### src/rtl/trace_trig_seq.sv
// Trace trigger sequencer: resync the trace trigger, wait for decoder sync,
// then count rising-edge rule matches until the target count is reached.
module trace_trig_seq #(
    parameter int pMATCH_RULES   = 8,
    parameter int pRESYNC_CYCLES = 4,
    parameter int pSYNC_TIMEOUT  = 50000
) (
    input  logic                    usb_clk,
    input  logic                    reset_i,
    input  logic                    I_arm,
    input  logic                    I_abort,
    input  logic [7:0]              I_match_target,
    input  logic [pMATCH_RULES-1:0] I_pattern_enable,
    input  logic [pMATCH_RULES-1:0] I_matching_pattern,
    input  logic                    I_synchronized,
    output logic                    O_trace_reset_sync,
    output logic                    O_trace_trig_enable,
    output logic [2:0]              O_state,
    output logic [7:0]              O_match_count,
    output logic [2:0]              O_first_rule,
    output logic                    O_done,
    output logic                    O_timeout
);

    typedef enum logic [2:0] {
        IDLE      = 3'd0,
        RESYNC    = 3'd1,
        WAIT_SYNC = 3'd2,
        ARMED     = 3'd3,
        DONE      = 3'd4,
        ERROR     = 3'd5
    } state_t;

    localparam logic [7:0]  RS_LAST = 8'(pRESYNC_CYCLES - 1);
    localparam logic [15:0] TO_LAST = 16'(pSYNC_TIMEOUT - 1);

    state_t                  state;
    logic [7:0]              rs_cnt;
    logic [15:0]             to_cnt;
    logic                    hist;
    logic [pMATCH_RULES-1:0] masked;
    logic                    hit;
    logic                    match_ev;
    logic [7:0]              cnt_inc;
    logic [7:0]              target;
    logic                    complete;
    logic [2:0]              low_idx;

    assign O_state = state;

    always_comb begin
        masked   = I_matching_pattern & I_pattern_enable;
        hit      = |masked;
        match_ev = hit & ~hist;
        cnt_inc  = (O_match_count == 8'hFF) ? 8'hFF : O_match_count + 8'd1;
        target   = (I_match_target == 8'd0) ? 8'd1 : I_match_target;
        complete = match_ev && (cnt_inc == target);
    end

    // Scan from the top so the lowest set bit is the last one written.
    always_comb begin
        low_idx = 3'd0;
        for (int i = pMATCH_RULES - 1; i >= 0; i--) begin
            if (masked[i]) low_idx = 3'(i);
        end
    end

    always_ff @(posedge usb_clk or posedge reset_i) begin
        if (reset_i) begin
            state               <= IDLE;
            rs_cnt              <= 8'd0;
            to_cnt              <= 16'd0;
            hist                <= 1'b0;
            O_trace_reset_sync  <= 1'b0;
            O_trace_trig_enable <= 1'b0;
            O_match_count       <= 8'd0;
            O_first_rule        <= 3'd0;
            O_done              <= 1'b0;
            O_timeout           <= 1'b0;
        end else if (I_abort) begin
            state               <= IDLE;
            O_trace_reset_sync  <= 1'b0;
            O_trace_trig_enable <= 1'b0;
            O_done              <= 1'b0;
            O_timeout           <= 1'b0;
        end else begin
            unique case (state)
                IDLE, DONE, ERROR: begin
                    if (I_arm) begin
                        state              <= RESYNC;
                        O_trace_reset_sync <= 1'b1;
                        rs_cnt             <= 8'd0;
                        O_match_count      <= 8'd0;
                        O_first_rule       <= 3'd0;
                        O_done             <= 1'b0;
                        O_timeout          <= 1'b0;
                    end
                end
                RESYNC: begin
                    if (rs_cnt == RS_LAST) begin
                        state              <= WAIT_SYNC;
                        O_trace_reset_sync <= 1'b0;
                        to_cnt             <= 16'd0;
                    end else begin
                        rs_cnt <= rs_cnt + 8'd1;
                    end
                end
                WAIT_SYNC: begin
                    if (I_synchronized) begin
                        state               <= ARMED;
                        O_trace_trig_enable <= 1'b1;
                        hist                <= 1'b0;
                    end else if (to_cnt == TO_LAST) begin
                        state     <= ERROR;
                        O_timeout <= 1'b1;
                    end else begin
                        to_cnt <= to_cnt + 16'd1;
                    end
                end
                ARMED: begin
                    hist <= hit;
                    if (match_ev) begin
                        O_match_count <= cnt_inc;
                        if (O_match_count == 8'd0) O_first_rule <= low_idx;
                    end
                    // A completing match outranks a simultaneous sync loss.
                    if (complete) begin
                        state               <= DONE;
                        O_done              <= 1'b1;
                        O_trace_trig_enable <= 1'b0;
                    end else if (!I_synchronized) begin
                        state               <= ERROR;
                        O_timeout           <= 1'b1;
                        O_trace_trig_enable <= 1'b0;
                    end
                end
                default: begin
                    state               <= IDLE;
                    O_trace_reset_sync  <= 1'b0;
                    O_trace_trig_enable <= 1'b0;
                end
            endcase
        end
    end

endmodule
### config.mk
export PLATFORM = sky130hd
export DESIGN_NAME = trace_trig_seq
export DESIGN_NICKNAME = d
export VERILOG_FILES = /design/src/rtl/trace_trig_seq.sv
export SDC_FILE = /design/constraint.sdc
export NUM_CORES = 1
export LEC_CHECK = 0
export BUFFER_PORTS_ARGS = -buffer_cell sky130_fd_sc_hd__buf_4
export CAP_MARGIN = 20
export CORE_MARGIN = 3
export CORE_UTILIZATION = 57
export DETAILED_ROUTE_END_ITERATION = 10
export PLACE_DENSITY = 0.83
export REMOVE_ABC_BUFFERS = 1
export SLEW_MARGIN = 5
export SYNTH_ARGS = -nofsm -noshare
export SYNTH_HDL_FRONTEND = slang
export SYNTH_SLANG_ARGS = --single-unit
### constraint.sdc
create_clock -name usb_clk -period 2.75 [get_ports usb_clk]
set_input_delay 0.1375 -clock usb_clk [delete_from_list [all_inputs] [get_ports usb_clk]]
set_output_delay 0.1375 -clock usb_clk [all_outputs]
set_load 0.005 [all_outputs]
; ---- Word-level counts from Yosys, hierarchy flattened
; Index checks and enable logic that the tools add are counted.
[op_classes]
n_mux = 52
reduce_logical = 24
bitwise_logic = 4
n_eq_ne = 29
n_addsub = 3
[op_table]
columns = op, n
row1 = 3-bit 2-to-1 mux, 18
row2 = 16-bit 2-to-1 mux, 3
row3 = 8-bit 2-to-1 mux, 5
row4 = 16-bit case mux with 2 select lines, 1
row5 = 8-bit case mux with 2 select lines, 2
row6 = 3-bit != test (second input constant), 8
row7 = 16-bit by 1-bit adder with 16-bit output (second input constant), 1
row8 = 8-bit by 1-bit adder with 8-bit output (second input constant), 2
row9 = 16-bit equality test (second input constant), 1
row10 = 8-bit zero test, 2
row11 = 1-bit 2-to-1 mux, 16
row12 = 2-bit != test (second input constant), 8
row13 = 3-bit case mux with 4 select lines, 1
row14 = 3-bit AND reduction, 4
row15 = 4-bit AND reduction, 3
row16 = 5-bit AND reduction, 2
row17 = 1-bit case mux with 3 select lines, 3
row18 = 8-bit AND, 1
row19 = 8-bit by 2-bit equality test with 1-bit output (second input constant), 1
row20 = 8-bit equality test, 1
row21 = 8-bit equality test (second input constant), 1
row22 = 4-bit != test (second input constant), 2
row23 = 2-bit nonzero test, 4
row24 = 8-bit OR reduction, 1
row25 = 16 further kinds, 21
[totals]
input_bits = 29
regBits = 43
output_inout_bits = 18
wordCells = 122

; ---- Logic depth before layout (Yosys ltp)
; Gate-level depths: netlist (run 1).
[logic_depth]
ltp_word = 12
depth_mapped = 9
ltp_nobuf = 8

; ---- Worst setup path after synthesis (run 1)
; Ideal clock, no wire load.
[synth_path]
path_type = register to register
start = reg O_match_count[1]
end = reg O_done
slack_ps = 619
required_ps = 2674
arrival_time_ps = 2055
stages_incl_launch_ff = 8
setup_time_ps = 76
cell_sequence = dfrtp_1 -> ha_1 -> buf_2 -> or4_1 -> a32oi_1 -> o211ai_1 -> or3_1 -> o21ai_1
[synth_via]
elab_chain_len = 6
[synth_rtl]
columns = element, line
row1 = "start, declared", 19  ; output logic [7:0] O_match_count,
row2 = "start signal, assigned", 123  ; O_match_count <= cnt_inc;
row3 = 8-bit by 1-bit adder with 8-bit output or 8-bit equality test (tied branches), 55  ; cnt_inc = (O_match_count == 8'hFF) ? 8'hFF : O_match_count + 8'd1;
row4 = 8-bit 2-to-1 mux *, 55
row5 = 8-bit equality test *, 57  ; complete = match_ev && (cnt_inc == target);
row6 = 1-bit logical AND *, 57
row7 = 3-bit != test (no line) *, n/a
row8 = 3-bit AND reduction (no line) *, n/a
row9 = "end signal, assigned", 78  ; O_done <= 1'b0;
row10 = "end signal, assigned", 84  ; O_done <= 1'b0;
row11 = "end signal, assigned", 95  ; O_done <= 1'b0;
row12 = "end, declared", 21  ; output logic O_done,
; Mark *: on every way between the ends. The rest lies on a longest branch, timed or not.
; A chain may end at the register's enable or synchronous reset.

; ---- Final worst setup path (run 1)
; Ends and elaborated chain as after synthesis.

==> results of run 1 <==
-- what timing repair did --
action | 4_1_cts | 5_1_grt
endpoints found under the setup margin | 0 | 1
hold buffers | 1 | 0
resized for setup | 0 | 1
endpoints found under the hold margin | 43 | 0
-- through the flow --
stage	total power [W]	cell area, sq um	hold WS, ns	std cells	setup slack, ns
CTS	0.00194	3420	0.179	456	0.277
global route	0.00208	3430	0.212	456	0.0446
detailed placement	0.00153	3330	0.316	447	0.295
global placement	0.00150	3330	0.312	447	0.419
finish	0.00194	3430	0.191	456	0.215
floorplan	0.00124	2810	0.307	323	0.478
-- placed cells by master (no fill, tap or decap), types with 4 or more instances in the layout --
cell       n
a21oi_1   24
a22oi_1    6
and2_1     4
and3_1     4
buf_4     57
clkbuf_8   5
dfrtp_1   43
ha_1       4
inv_1      9
mux2_2     4
mux2i_1    4
nand2_1   27
nand2b_1   7
nand3_1   10
nand4_1   12
nor2_1    34
nor2b_1    6
nor3_1    14
nor4_1     5
nor4b_1    6
o211ai_1   4
o21ai_0   17
or3_1      7
xnor2_1   14
xor2_1     6
-- worst max-delay path, cell delays in order (launching register included) --
cell,delay (ns)
dfrtp_1,0.47
ha_1,0.39
nand3_1,0.32
nor2_1,0.28
mux2i_1,0.21
o2111ai_1,0.19
or3_1,0.42
o21ai_1,0.17
-- layout make-up --
class / count / area (sq um)
fillers: 405 / 1390
inverters: 9 / 33.8
well taps: 67 / 83.8
clock buffers: 6 / 72.6
flip-flops and latches: 43 / 1080
repair buffers: 58 / 438
multi-input cells: 271 / 1710
clock inverters: 2 / 12.5
-- report_power, final --
part	switching, W	internal [W]
registers	0.000107	0.000717
logic	0.000386	0.000323
clock network	0.000229	0.000178
total	0.000722	0.00122
-- per-layer routing --
layer	global-route usage, %	vias to the layer above	share of wire (%)	wire length (um)
met2	42.4	70	51	3630
met1	31.1	1308	43	3030
met4	10.3	0	2.1	148
met5	0	-	0	0
met3	3.87	13	4.0	284
li1	-	1354	-	-
-- cells by family after synthesis --
group                      Yosys count
xor gates and xnor gates            20
adders and majority gates            4
muxes                                8
buffers and inverters               26
and+or+nand+nor                    155
DFF                                 43
AOI/OAI and AO/OA                   84
-- state kept, by name, indices dropped and copies added (netlist names) --
signal / cells
O_trace_reset_sync: 1
O_done: 1
to_cnt: 16
O_first_rule: 3
O_timeout: 1
O_match_count: 8
O_trace_trig_enable: 1
rs_cnt: 8
hist: 1
O_state: 3
-- path summary, 6_finish.rpt --
check	depth (start not counted)	from	end
worst max-delay path	7	O_match_count[1]	O_done
worst min register to register	1	hist	hist
max in group asynchronous	4	reset_i	O_state[0]
worst max register to register	7	O_match_count[1]	O_done
worst min-delay path	3	I_abort	O_trace_trig_enable
min in group asynchronous	4	reset_i	rs_cnt[5]
-- synth_stat cells, drive strengths merged, types with 2 or more instances --
| cell | n | share of area [%] |
|---|---|---|
| nand2 | 27 | 3.5 |
| a31oi | 3 | 0.65 |
| nor3b | 3 | 0.78 |
| xor2 | 6 | 1.8 |
| a32oi | 3 | 0.91 |
| ha | 4 | 1.7 |
| o21a | 3 | 0.78 |
| o31ai | 2 | 0.52 |
| o22ai | 3 | 0.65 |
| mux2i | 4 | 1.4 |
| a22oi | 6 | 1.6 |
| xnor2 | 14 | 4.2 |
| nand2b | 7 | 1.5 |
| clkbuf | 9 | 1.2 |
| buf | 8 | 1.4 |
| inv | 9 | 1.2 |
| o21ai | 19 | 3.3 |
| a311oi | 3 | 0.91 |
| nor2b | 6 | 1.3 |
| and4 | 3 | 0.91 |
| a21oi | 24 | 4.2 |
| o211ai | 4 | 1.0 |
| nor3 | 15 | 2.6 |
| mux2 | 4 | 1.6 |
| and2 | 4 | 0.87 |
| nor2 | 34 | 4.4 |
| dfrtp | 43 | 37 |
| and3 | 4 | 0.87 |
| nand4 | 13 | 3.0 |
| nor4b | 7 | 2.3 |
| nor4bb | 3 | 1.0 |
| or3 | 7 | 1.5 |
| nor4 | 6 | 1.5 |
| nand3 | 10 | 1.7 |
==> flow_summary.ini, run 1 <==
[drt]
viasPerCell = 6.02
drt_iter0_drc = 152
vias = 2745
first_pass_iters = 4
wl_um = 7090
drc_errors = 0
post_drt_wl_per_cell_um = 15.5
antenna_violating_nets_post_route = 0

[cts]
path_clk_slew_ns = 0.08
cts_tree = yes
cts_buffers = 5
htreeDepth = 2
cts_setup_buffers = 0
cts_max_path_buffers = 2
clock-sinks = 43
clockRootBuffer = clkbuf_8
clkLatencyLatePin_ns = 0.30

[timing]
skew_ns = 0.00610
period_share_pct = 92.2
min_period_ns = 2.54
relSlewSlack_pct = 63.0
maxSlewViolCount = 0
fmax_ghz = 0.394
tightest_slew_ns = 0.548
hold_viol = 0
setup_viol = 0
setup_tns_ns = 0
rsz0062_at_grt = no

[layout]
nNetsFinal = 421
antenna_cells = 0
syn2layout_area_growth_pct = 18.6
final_util_pct = 71.1
drive_gt1_share_pct = 18.8

[logic_synthesis]
synthMuxAreaShare_pct = 2.95
syn_area_per_cell_sq_um = 8.49
synthDistinctLibCells = 58
synth_xor_area_share_pct = 6.07
synth_simple_gate_area_share_pct = 29.7
netlist_area_sq_mm = 0.00289
synthArstFlopShare_pct = 100
synth_flop_cell = dfrtp_1
yosys_warnings = 0
syn_inst = 340
ys_seq_area_share_pct = 37.3
synth_compound_area_share_pct = 18.6
synth_top_family_by_area = simple AND/OR/NAND/NOR gates
synth_fa_ha_area_share_pct = 1.73
ys_ff_latch = 43
synth_edf_count = 0

[worst_setup_path]
worstSetupStartpointType = register
reg2reg_slack_ns = 0.21
arrival_ns = 2.76
cp.required_ns = 2.97
crit_path_end_kind = register
worstSetupPathType = reg -> reg
crit_path_max_fanout = 10

[floorplan]
fp.dieW_um = 77.2
core_region_area_sq_mm = 0.00482
start_util_pct = 59.9
ios = 47
die_h_um = 77.2
floorplan.rows = 25
die_area_sq_mm = 0.00596

[status]
status = finished clean

[global_route]
grt-ovfl-total = 0
grt_pass1_vias = 2591
antenna_found_initial = 0
grt_max_degree = 44
grt.total_usage_pct = 24.8
grt_pass1_wl_um = 11900

[power_and_ir_drop]
p_per_area_mw_per_mm2 = 566
ir_drop_mv = 0.509
leakagePower_nw = 1.48

[placed_design]
portBuffers = 46
hpwl_um = 5200
gp_congestion = 0.915

[worst_hold_path]
hold_class = in -> reg

[job]
drv_cap = 0
Power figures use the tool's default switching activity.
==> run 2: changes to the inputs <==
--- a/config.mk
+++ b/config.mk
@@ -11,7 +11,7 @@
 export CORE_UTILIZATION = 57
 export DETAILED_ROUTE_END_ITERATION = 10
 export PLACE_DENSITY = 0.83
-export REMOVE_ABC_BUFFERS = 1
+export SETUP_SLACK_MARGIN = 0.3
 export SLEW_MARGIN = 5
 export SYNTH_ARGS = -nofsm -noshare
 export SYNTH_HDL_FRONTEND = slang
==> flow_summary.ini, run 2 (synthesis results as in run 1) <==
[worst_setup_path]
crit_buf_inv = 0
max_stage_delay_ns = 0.54
arrival_ns = 2.53
path_cells = nand4_2 -> or4_1 -> a32oi_1 -> o211ai_1 -> or3_1 -> o21ai_1
crit_family = simple AND/OR/NAND/NOR gates
crit_path_max_fanout = 11
worstSetupStartpointType = register
worstSetupPathType = reg -> reg
cp.required_ns = 2.98
cp_slowest_cell = dfrtp_1
crit_path_end_kind = register

[power_and_ir_drop]
p_per_area_mw_per_mm2 = 560
leakagePower_nw = 1.48
ir_drop_mv = 0.482

[timing]
hold_viol = 0
rsz0062_at_grt = no
relSlewSlack_pct = 63.1
period_share_pct = 83.7
tightest_slew_ns = 0.554
setup_viol = 0
maxSlewViolCount = 0
setup_tns_ns = 0
fmax_ghz = 0.434
min_period_ns = 2.30
skew_ns = 0.00772

[layout]
syn2layout_area_growth_pct = 19.0
regArea_sq_mm = 0.00108
drive_gt1_share_pct = 19.6
final_common_cell = buf_4
finalInstanceArea_sq_mm = 0.00344
final_cell_mix = buf_4 (56), dfrtp_1 (43), nor2_1 (33)
multiInputGateArea_sq_mm = 0.00173
nFillCells = 400
top_register = to_cnt
largest_register_ffs = 16
largestRegisters = to_cnt (16), O_match_count (8), rs_cnt (8)
nNetsFinal = 420
antenna_cells = 0

[global_route]
antenna_found_initial = 0
grt.total_usage_pct = 25.2
grt_pass1_wl_um = 12200
grt_max_degree = 44
grt-ovfl-total = 0
grt_pass1_vias = 2712

[cts]
htreeDepth = 2
cts_tree = yes
cts_setup_buffers = 0
cts_buffers = 5
clock-sinks = 43
clockRootBuffer = clkbuf_8
clkLatencyLatePin_ns = 0.30
cts_max_path_buffers = 2
path_clk_slew_ns = 0.09

[drt]
post_drt_wl_per_cell_um = 16.0
antenna_violating_nets_post_route = 0
first_pass_iters = 4
viasPerCell = 6.21
drt_iter0_drc = 214
wl_um = 7270
drc_errors = 0
vias = 2824

[placed_design]
hpwl_um = 5230
dpl_cell_area_sq_mm = 0.00332
gp_congestion = 0.878
portBuffers = 46

[floorplan]
core_region_area_sq_mm = 0.00482
start_util_pct = 59.9
die_h_um = 77.2
fp.dieW_um = 77.2
ios = 47
floorplan.rows = 25
die_area_sq_mm = 0.00596

[logic_synthesis]
syn-num-nets = 373

[status]
status = finished clean

[worst_hold_path]
hold_class = in -> reg

[job]
drv_cap = 0
## run 2: cell count changes in the layout (fill, tap and decap cells not counted), sizes merged
cell	previous run	this run
buf	57	56
## run 2: where the power goes
part | switching, W | internal [W]
Clock | 0.000226 | 0.000178
Combinational | 0.000370 | 0.000313
Sequential | 0.000121 | 0.000717
Total | 0.000717 | 0.00121
## run 2: area by class of cell
class	instances	area share, %
multi-input cells	271	50.3
flip-flops and latches	43	31.3
repair buffers	57	12.5
well taps	67	2.44
clock buffers	6	2.11
inverters	9	0.983
clock inverters	2	0.364
## run 2: layer usage
layer	global-route usage, %	vias up	share of wire (%)
met1	30.4	1349	42
met2	43.7	97	50
met5	0	-	0
met4	9.43	0	1.8
li1	-	1363	-
met3	5.52	15	5.5
## run 2: path summary, 6_finish.rpt
path                                       start                to  slack [ns]  cells past startpoint
worst min register to register              hist              hist        0.51                      1
worst min-delay path                       I_arm         rs_cnt[1]        0.21                      4
max in group asynchronous                reset_i  O_match_count[3]        1.83                      4
min in group asynchronous                reset_i         rs_cnt[6]        0.54                      4
worst max-delay path            O_match_count[3]        O_state[2]        0.45                      6
worst max register to register  O_match_count[3]        O_state[2]        0.45                      6
## run 2: worst register-to-register path: stages (launching register included)
cell and delay, ns:
dfrtp_1 0.54, nand4_2 0.25, or4_1 0.52, a32oi_1 0.21, o211ai_1 0.19, or3_1 0.38, o21ai_1 0.14
## run 2: repair_timing
item / CTS / global route
hold endpoints to repair: 34 / 0
gates resized for setup: 1 / 4
hold buffers: 1 / 0
endpoints found under the setup margin: 5 / 6
## run 2: per-stage QoR
| stage | std cells | hold slack (ns) | setup WS (ns) | utilization [%] | power [W] |
|---|---|---|---|---|---|
| after floorplan | 340 | 0.309 | 0.619 | - | 0.00127 |
| after global placement | 446 | 0.312 | 0.410 | 68.9 | 0.00149 |
| after detailed placement | 446 | 0.321 | 0.338 | 68.9 | 0.00152 |
| after CTS | 455 | 0.198 | 0.355 | 70.9 | 0.00193 |
| after global routing | 455 | 0.206 | 0.302 | 71.3 | 0.00206 |
| final | 455 | 0.207 | 0.447 | 71.3 | 0.00192 |
